**config.mk**
```make
export PLATFORM = sky130hd
export DESIGN_NAME = color_ram_arbiter_flat
export DESIGN_NICKNAME = d
export VERILOG_FILES = /design/src/rtl/color_ram_arbiter_if.sv /design/src/rtl/color_ram_arbiter.sv /design/src/flat_wrapper.sv
export SDC_FILE = /design/constraint.sdc
export NUM_CORES = 1
export LEC_CHECK = 0
export CAP_MARGIN = 10
export CORE_MARGIN = 2
export CORE_UTILIZATION = 45
export CTS_CLUSTER_SIZE = 12
export DETAILED_ROUTE_END_ITERATION = 10
export HOLD_SLACK_MARGIN = 0.1
export PLACE_DENSITY = 0.68
export SLEW_MARGIN = 20
export SYNTH_ARGS = -nofsm -noshare
export SYNTH_HDL_FRONTEND = slang
export SYNTH_SLANG_ARGS = --single-unit
```
**constraint.sdc**
```tcl
create_clock -name CLK10 -period 7.38 [get_ports CLK10]
set_clock_uncertainty 0.2 [all_clocks]
set_input_delay 1.107 -clock CLK10 [delete_from_list [all_inputs] [get_ports CLK10]]
set_output_delay 1.107 -clock CLK10 [all_outputs]
set_load 0.01 [all_outputs]
```
**src/rtl/color_ram_arbiter_if.sv**
```systemverilog
// Bus bundle between the color RAM arbiter and its requesters:
// CPU write port, pixel lookup port and the single-port RAM.
interface color_ram_arbiter_if;
   logic       CRAM_WR;
   logic [5:0] BA;
   logic [7:0] BD;
   logic       WR_FULL;
   logic       WR_OVF;
   logic       PIX_CE;
   logic [4:0] PIX_ADDR;
   logic [8:0] PIX_COLOR;
   logic       PIX_VALID;
   logic [4:0] RAM_ADDR;
   logic [8:0] RAM_DIN;
   logic       RAM_WE;
   logic [8:0] RAM_DOUT;
   logic       CLEAR_BUSY;

   modport master (
      output CRAM_WR, BA, BD, PIX_CE, PIX_ADDR, RAM_DOUT,
      input  WR_FULL, WR_OVF, PIX_COLOR, PIX_VALID,
      input  RAM_ADDR, RAM_DIN, RAM_WE, CLEAR_BUSY
   );

   modport slave (
      input  CRAM_WR, BA, BD, PIX_CE, PIX_ADDR, RAM_DOUT,
      output WR_FULL, WR_OVF, PIX_COLOR, PIX_VALID,
      output RAM_ADDR, RAM_DIN, RAM_WE, CLEAR_BUSY
   );
endinterface

```
**src/rtl/color_ram_arbiter.sv**
```systemverilog
// Color RAM arbiter: shares one 32x9 RAM port between pixel
// lookups (highest priority), a power-up clear and posted CPU
// writes held in a small FIFO.
// Ports: CLK10 clock, RESETn sync active-low reset, bus = slave
// side of color_ram_arbiter_if (CPU, pixel and RAM signals).
module color_ram_arbiter #(
   parameter int         FIFO_AW     = 2,
   parameter logic [8:0] CLEAR_VALUE = 9'h1FF
) (
   input logic                CLK10,
   input logic                RESETn,
   color_ram_arbiter_if.slave bus
);

   localparam int DEPTH = 1 << FIFO_AW;
   localparam logic [FIFO_AW:0] DEPTH_L = (FIFO_AW + 1)'(DEPTH);

   typedef enum logic {
      S_CLEAR,
      S_RUN
   } state_e;

   state_e               state_q, state_d;
   logic [4:0]           clr_q, clr_d;
   logic [13:0]          fifo_q [DEPTH];
   logic [FIFO_AW-1:0]   wp_q, rp_q;
   logic [FIFO_AW:0]     occ_q, occ_d;
   logic                 ovf_q;
   logic                 rd_pend_q;
   logic                 pix_valid_q;
   logic [8:0]           pix_color_q;

   logic                 full, push, drop, pop;
   logic [13:0]          head;
   logic [4:0]           ram_addr;
   logic [8:0]           ram_din;
   logic                 ram_we;

   // Full is judged on start-of-cycle occupancy, so a push
   // into a full FIFO is dropped even if a pop frees a slot.
   assign full = (occ_q == DEPTH_L);
   assign push = bus.CRAM_WR & ~full;
   assign drop = bus.CRAM_WR & full;
   assign head = fifo_q[rp_q];

   always_comb begin
      state_d  = state_q;
      clr_d    = clr_q;
      pop      = 1'b0;
      ram_addr = bus.PIX_ADDR;
      ram_din  = head[8:0];
      ram_we   = 1'b0;
      priority case (1'b1)
         bus.PIX_CE: begin
            ram_addr = bus.PIX_ADDR;
         end
         (state_q == S_CLEAR): begin
            ram_addr = clr_q;
            ram_din  = CLEAR_VALUE;
            ram_we   = 1'b1;
            clr_d    = clr_q + 5'd1;
            if (clr_q == 5'd31) state_d = S_RUN;
         end
         (occ_q != '0): begin
            pop      = 1'b1;
            ram_addr = head[13:9];
            ram_din  = head[8:0];
            ram_we   = 1'b1;
         end
         default: begin
            ram_we = 1'b0;
         end
      endcase
   end

   always_comb begin
      occ_d = occ_q;
      unique case ({push, pop})
         2'b10:   occ_d = occ_q + 1'b1;
         2'b01:   occ_d = occ_q - 1'b1;
         default: occ_d = occ_q;
      endcase
   end

   always_ff @(posedge CLK10) begin
      if (!RESETn) begin
         state_q     <= S_CLEAR;
         clr_q       <= '0;
         wp_q        <= '0;
         rp_q        <= '0;
         occ_q       <= '0;
         ovf_q       <= 1'b0;
         rd_pend_q   <= 1'b0;
         pix_valid_q <= 1'b0;
         pix_color_q <= '0;
      end else begin
         state_q     <= state_d;
         clr_q       <= clr_d;
         occ_q       <= occ_d;
         rd_pend_q   <= bus.PIX_CE;
         pix_valid_q <= rd_pend_q;
         if (push) wp_q <= wp_q + 1'b1;
         if (pop) rp_q <= rp_q + 1'b1;
         if (drop) ovf_q <= 1'b1;
         if (rd_pend_q) pix_color_q <= bus.RAM_DOUT;
      end
   end

   // Storage needs no reset: the pointers define what is valid.
   always_ff @(posedge CLK10) begin
      if (push) begin
         fifo_q[wp_q] <= {bus.BA[4:0], bus.BA[5], bus.BD};
      end
   end

   assign bus.RAM_ADDR   = ram_addr;
   assign bus.RAM_DIN    = ram_din;
   assign bus.RAM_WE     = ram_we & RESETn;
   assign bus.WR_FULL    = full;
   assign bus.WR_OVF     = ovf_q;
   assign bus.PIX_COLOR  = pix_color_q;
   assign bus.PIX_VALID  = pix_valid_q;
   assign bus.CLEAR_BUSY = (state_q == S_CLEAR);

endmodule

```
**src/flat_wrapper.sv**
```systemverilog
// flat-port wrapper written by rule: the top's interface ports become plain ports
module color_ram_arbiter_flat 
#(
   parameter int         FIFO_AW     = 2,
   parameter logic [8:0] CLEAR_VALUE = 9'h1FF
)
  (CLK10, RESETn, bus_CRAM_WR, bus_BA, bus_BD, bus_PIX_CE, bus_PIX_ADDR, bus_RAM_DOUT, bus_WR_FULL, bus_WR_OVF, bus_PIX_COLOR, bus_PIX_VALID, bus_RAM_ADDR, bus_RAM_DIN, bus_RAM_WE, bus_CLEAR_BUSY);
  color_ram_arbiter_if bus_i ();
  input logic CLK10;
  input logic RESETn;
  input wire logic [$bits(bus_i.CRAM_WR)-1:0] bus_CRAM_WR;
  input wire logic [$bits(bus_i.BA)-1:0] bus_BA;
  input wire logic [$bits(bus_i.BD)-1:0] bus_BD;
  input wire logic [$bits(bus_i.PIX_CE)-1:0] bus_PIX_CE;
  input wire logic [$bits(bus_i.PIX_ADDR)-1:0] bus_PIX_ADDR;
  input wire logic [$bits(bus_i.RAM_DOUT)-1:0] bus_RAM_DOUT;
  output wire logic [$bits(bus_i.WR_FULL)-1:0] bus_WR_FULL;
  output wire logic [$bits(bus_i.WR_OVF)-1:0] bus_WR_OVF;
  output wire logic [$bits(bus_i.PIX_COLOR)-1:0] bus_PIX_COLOR;
  output wire logic [$bits(bus_i.PIX_VALID)-1:0] bus_PIX_VALID;
  output wire logic [$bits(bus_i.RAM_ADDR)-1:0] bus_RAM_ADDR;
  output wire logic [$bits(bus_i.RAM_DIN)-1:0] bus_RAM_DIN;
  output wire logic [$bits(bus_i.RAM_WE)-1:0] bus_RAM_WE;
  output wire logic [$bits(bus_i.CLEAR_BUSY)-1:0] bus_CLEAR_BUSY;
  assign bus_i.CRAM_WR = bus_CRAM_WR;
  assign bus_i.BA = bus_BA;
  assign bus_i.BD = bus_BD;
  assign bus_i.PIX_CE = bus_PIX_CE;
  assign bus_i.PIX_ADDR = bus_PIX_ADDR;
  assign bus_i.RAM_DOUT = bus_RAM_DOUT;
  assign bus_WR_FULL = bus_i.WR_FULL;
  assign bus_WR_OVF = bus_i.WR_OVF;
  assign bus_PIX_COLOR = bus_i.PIX_COLOR;
  assign bus_PIX_VALID = bus_i.PIX_VALID;
  assign bus_RAM_ADDR = bus_i.RAM_ADDR;
  assign bus_RAM_DIN = bus_i.RAM_DIN;
  assign bus_RAM_WE = bus_i.RAM_WE;
  assign bus_CLEAR_BUSY = bus_i.CLEAR_BUSY;
  color_ram_arbiter #(.FIFO_AW(FIFO_AW), .CLEAR_VALUE(CLEAR_VALUE)) u_core (.CLK10(CLK10), .RESETn(RESETn), .bus(bus_i));
endmodule
```
==> impl_results.md, run 1 <==
- Register area share after synthesis: 0.659
- Worst flop-to-flop path startpoint: u_core.occ_q[2]
- Critical path class: primary input to primary output
- Crit-path slowest cell: nor2_1
- Root Buffer: clkbuf_8
- Clock Latency Late Sink: 350 ps
- Final hold violations: 0
- Clk sinks: 83
- Worst Path Max Fanout: 15
- Internal: 726 uW
- Fin worst setup slack: 2730 ps
- Hold Buf Count CTS: 0
- Synth Flop Type: edfxtp_1
- Worst r2r path cells: 10
- Cell taking the most area after synthesis: edfxtp_1
- Crit. path cell count: 5
- Sequential Power Share: 0.566
- Initial antenna violation count: 0
- Req. time, crit path: 6070 ps
- VDD IR max: 0.125 mV
- Vias in the first global route: 1962
- R2R Setup Slk: 4750 ps
- Post-DRT Antenna Nets: 0
- Buffers added on ports: 59
- GRT Overall Usage: 0.155
- First DRT Iteration DRCs: 87
- Hold Path Class: flip-flop to flip-flop
- Setup TNS: 0 ps
- Placeable Area: 7250 sq um
- First-pass GRT wire length: 9670 um
- Worst-path clk slew: 80 ps
- CTS tree: yes
- Synthesized area: 3370 sq um
- Critical-path cell list: clkdlybuf4s50_1 > nor2_1 > and2_1 > a221o_1 > clkdlybuf4s50_1
- Share of layout cells above drive strength 1: 0.0669
- Number of setup buffers added after CTS: 0
- Post-CTS resize count: 0
- Post-Syn Area per Cell: 15.4 sq um
- Critical R2R Capture: u_core.occ_q[2]
- H-tree Lvls: 3
- Sw frac: 0.215
- Clock buffer depth: 2
- DR WL/cell: 15.6 um
- Worst Setup EP: bus_RAM_ADDR[4]
- Fillers: 608
- Status: finished, final reports clean
- Site row count: 31
- Die H: 90.5 um
- Synth top area share: 0.499
- Syn Nets: 259
- Vias per inst: 5.09
- Inserted Clock Buffers: 9
- Die area: 8200 sq um
- Largest net degree at the start of global routing: 26
- Gr ovfl total: 0
- Dpl ws: 2730 ps
- Leakage: 0.00147 uW
- DRT Pass-1 Iters: 4
- WP buf/inv: 2
- Initial Util: 0.465
- I/O Pins: 60
- Combinational share of power: 0.087
- FFs w/ async S/R, synth: 0
- Fin. max-slew vios: 0
- Worst Setup End Kind: primary output
- Seq cells post-synth: 83
- Most used cell, CP: clkdlybuf4s50_1
- Power share of the clock group: 0.346
- EDFF count, synth: 56
- Max Fclk: 215 MHz
- Final setup viols: 0
- Crit path time final: 4650 ps
- Hpwl dp: 4070 um
- Worst-margin pin slew: 962 ps
- DRC Markers: 0
- Commonest cells in the netlist: 56 x edfxtp_1, 27 x dfxtp_1, 19 x nor2_1
- Data arrival time of the worst path: 3340 ps
- Critical path startpoint: bus_PIX_CE
- Post-Route WL: 5980 um
- Final Cycle Share: 0.630
- Yosys warnings: 0
- Post-synthesis cell type count: 34
- # Max-Cap Violations: 0
- Slowest stage delay, CP: 790 ps
- Top post-synthesis cells by area: edfxtp_1 50%, dfxtp_1 16%, mux4_1 9.4%, mux2i_1 2.7%, ha_1 2.6%
- Worst Setup Start Kind: primary input
- RSZ-0062 raised after global routing: false
- Die width: 90.5 um
- Area delta synth->final: 25.1%
- Slew headroom: 0.356
- Sw power: 199 uW
- Top delay family on crit path: buffers and inverters
- Most common cell in the synthesized netlist: edfxtp_1
- Vias: 1950
- Cell count after synthesis: 219
- Ant diodes: 0
- Layout Nets: 319
- Gpl congestion: 0.754
- Pwr Density: 219 nW/um^2
[registers in the layout (all words and copies together), names as in the netlist, named ones only]
signal                cells
u_core.rp_q               2
u_core.state_q            1
u_core.bus.PIX_COLOR      9
u_core.fifo_q            56
u_core.wp_q               2
u_core.rd_pend_q          1
u_core.bus.WR_OVF         1
u_core.bus.PIX_VALID      1
u_core.clr_q              5
u_core.occ_q              3
[cell families (layout without fill, tap and decap cells)]
family,after synthesis,after routing,share of synthesized area
simple gates,53,53,0.0832
buf+inv,22,87,0.0327
mux,23,23,0.134
fa+ha+maj,8,8,0.0319
flops,83,83,0.659
xor+xnor,4,4,0.0104
compound gates,26,26,0.0486
[per-layer routing]
metal  global-route usage  wire, um  up-vias
met5                    0         0        -
met4               0.0808       140        0
met3               0.0376       231       12
met2                0.254      2960       49
met1                0.192      2650      943
li1                     -         -      946
[through the flow]
step	power (uW)	instances	utilization	hold WS, ps	cell area, sq um
after floorplan	570	219	-	253	3370
after global placement	614	367	0.554	268	4020
after detailed placement	616	367	0.554	271	4020
after CTS	935	383	0.581	291	4220
after global routing	963	383	0.581	315	4220
final	925	383	0.581	289	4220
[power groups by stage]
stage               Sequential, uW  Clock [uW]  Combinational (uW)
floorplan                      532           0                37.4
global placement               534           0                79.9
detailed placement             535           0                81.8
CTS                            524         329                82.0
global route                   526         349                88.6
finish                         524         320                80.7
[tightest hold or removal path: stages (launching register included)]
cell	delay, ps
dfxtp_1	340
a21oi_1	40
nor2_1	70
[placed cells by master, fill, tap and decap left out, drive strengths merged, types with 6 or more instances in the layout]
cell type / synthesis / routed
edfxtp: 56 / 56
dfxtp: 27 / 27
or2: 9 / 9
clkbuf: 5 / 12
nor2: 19 / 19
clkdlybuf4s50: 0 / 59
a21oi: 12 / 12
mux2i: 9 / 9
ha: 7 / 7
inv: 12 / 12
o21ai: 6 / 6
mux4: 14 / 14
[area by class of cell]
cell class	count	area [sq um]	area share
Multi-Input combinational cell	114	1040	0.246
Sequential cell	83	2220	0.527
Tap cell	99	124	0.0294
Clock inverter	4	51.3	0.0122
Inverter	12	45.0	0.0107
Clock buffer	12	145	0.0344
Timing Repair Buffer	59	591	0.140
[worst min-delay path by stage]
stage | cells after the start | endpoint | startpoint | slack (ps)
floorplan | 2 | flip-flop | u_core.rp_q[1] | 250
global placement | 2 | u_core.rp_q[1] | u_core.rp_q[1] | 270
detailed placement | 2 | u_core.bus.WR_OVF | u_core.bus.WR_OVF | 270
CTS | 2 | u_core.bus.WR_OVF | u_core.bus.WR_OVF | 290
global route | 2 | u_core.bus.WR_OVF | u_core.bus.WR_OVF | 320
finish | 2 | u_core.bus.WR_OVF | u_core.bus.WR_OVF | 290
(Power assumes the default switching activity.)
==> run 2: changes to the inputs <==
- clock period: 7.38 -> 4.5 ns (I/O delays scaled with it)
==> run 2 against run 1 <==
Compared with the run above:
- clock power grew 65%
- critical path depth unchanged
- die area unchanged
- sequential power up 64%
- combinational power increased by 65%
- sequential share of layout area is 0.14 points lower
- worst setup slack worse by 1800 ps
- wire length up 0.77%
- worst hold slack got worse by 12 ps
- total power grew 64%
- first-iteration DRC count rose by 60%
- largest power group unchanged
==> impl_results.md, run 2 (synthesis results as in run 1) <==
- Status: finished, final reports clean
- Power, Total: 1520 uW
- Most frequent cells in the layout: 59 x clkdlybuf4s50_1, 56 x edfxtp_1, 27 x dfxtp_1
- Leakage: 0.00147 uW
- Fin worst setup slack: 944 ps
- H-tree Lvls: 3
- Power share of the clock group: 0.348
- Share of layout cells above drive strength 1: 0.0772
- Worst Path Max Fanout: 10
- Initial Util: 0.465
- Combinational share of power: 0.087
- Vias: 1970
- Fillers: 600
- Vias per inst: 5.13
- Slowest stage delay, CP: 540 ps
- Pwr Density: 360 nW/um^2
- Gpl congestion: 0.708
- Die width: 90.5 um
- I/O Pins: 60
- Die H: 90.5 um
- Sw frac: 0.225
- Critical path class: primary input to primary output
- Most common cell after layout, fill and taps aside: clkdlybuf4s50_1
- Area delta synth->final: 25.4%
- DR WL/cell: 15.7 um
- Vias in the first global route: 2029
- WP buf/inv: 2
- DRC Markers: 0
- Post-Route WL: 6020 um
- Site row count: 31
- Worst Setup End Kind: primary output
- Sw power: 343 uW
- Die area: 8200 sq um
- Setup TNS: 0 ps
- Worst-path clk slew: 80 ps
- Critical-path cell list: clkdlybuf4s50_1 > nand2b_1 > nor2_1 > a221o_1 > clkdlybuf4s50_1
- Post-CTS resize count: 0
- Max reg flops: 56
- Req. time, crit path: 3620 ps
- Number of setup buffers added after CTS: 0
- Worst-margin pin slew: 794 ps
- Sequential Power Share: 0.565
- Worst Setup Start Kind: primary input
- # Max-Cap Violations: 0
- Root Buffer: clkbuf_8
- Crit path time final: 3560 ps
- RSZ-0062 raised after global routing: false
- Most used cell, CP: clkdlybuf4s50_1
- Gr ovfl total: 0
- Data arrival time of the worst path: 2680 ps
- Final setup viols: 0
- Fin. max-slew vios: 0
- Final hold violations: 0
- Post-DRT Antenna Nets: 0
- Placeable Area: 7250 sq um
- Hold Buf Count CTS: 0
- First DRT Iteration DRCs: 139
- Buffers added on ports: 59
- Max Fclk: 281 MHz
- Initial antenna violation count: 0
- Final Cycle Share: 0.790
- Layout Nets: 320
- Hpwl dp: 4000 um
- Clk sinks: 83
- GRT Overall Usage: 0.162
- Top delay family on crit path: buffers and inverters
- First-pass GRT wire length: 9930 um
- Top reg by flops: u_core.fifo_q
- DRT Pass-1 Iters: 4
- CTS tree: yes
- Ant diodes: 0
- Hold Path Class: flip-flop to flip-flop
- Slew headroom: 0.470
- Clock buffer depth: 2
- Largest net degree at the start of global routing: 26
- VDD IR max: 0.193 mV
- Internal: 1180 uW
- Crit-path slowest cell: clkdlybuf4s50_1
- Clock Latency Late Sink: 350 ps
- Dpl ws: 964 ps
- Inserted Clock Buffers: 9
[run 2: cell count changes in the layout (fill, tap and decap cells not counted)]
cell,previous run,this run
buf_4,0,1
clkbuf_1,2,0
clkbuf_8,10,9
clkinv_4,1,2
clkinvlp_4,1,2
inv_6,0,1
[run 2: power groups by stage]
stage / logic, uW / registers [uW] / clock network [uW]
2_1_floorplan: 61.3 / 873 / 0
3_3_place_gp: 131 / 876 / 0
3_5_place_dp: 134 / 877 / 0
4_1_cts: 135 / 859 / 547
5_1_grt: 146 / 863 / 583
6_report: 133 / 859 / 528
[run 2: path summary, 6_finish.rpt]
path	start	slack, ps	cells past startpoint	to
min	u_core.bus.WR_OVF	280	2	u_core.bus.WR_OVF
max	bus_PIX_CE	940	5	bus_RAM_ADDR[3]
max reg2reg	u_core.occ_q[2]	1850	10	u_core.occ_q[2]
min reg2reg	u_core.bus.WR_OVF	280	2	u_core.bus.WR_OVF
[run 2: through the flow]
| step | util | cell area [sq um] | hold WS [ps] | cells |
|---|---|---|---|---|
| after floorplan | - | 3370 | 253 | 219 |
| after global placement | 0.555 | 4030 | 253 | 368 |
| after detailed placement | 0.555 | 4030 | 268 | 368 |
| after CTS | 0.583 | 4230 | 288 | 384 |
| after global routing | 0.583 | 4230 | 333 | 384 |
| final | 0.583 | 4230 | 277 | 384 |
[run 2: metal layers]
| metal | vias to the layer above | share of wire | track usage |
|---|---|---|---|
| li1 | 947 | - | - |
| met1 | 960 | 0.44 | 0.191 |
| met2 | 54 | 0.49 | 0.264 |
| met3 | 9 | 0.040 | 0.0434 |
| met4 | 0 | 0.024 | 0.0974 |
| met5 | - | 0 | 0 |
[run 2: final cells by class]
| type | count | area, sq um | area share |
|---|---|---|---|
| inverters | 12 | 45.0 | 0.0107 |
| multi-input cells | 114 | 1040 | 0.245 |
| flip-flops and latches | 83 | 2220 | 0.526 |
| repair buffers | 60 | 598 | 0.142 |
| clock buffers | 9 | 124 | 0.0293 |
| well taps | 99 | 124 | 0.0293 |
| clock inverters | 7 | 76.3 | 0.0181 |
[run 2: worst min-delay path, stage by stage (launching register included)]
cell and delay [ps]:
dfxtp_1 330, a21oi_1 40, nor2_1 70
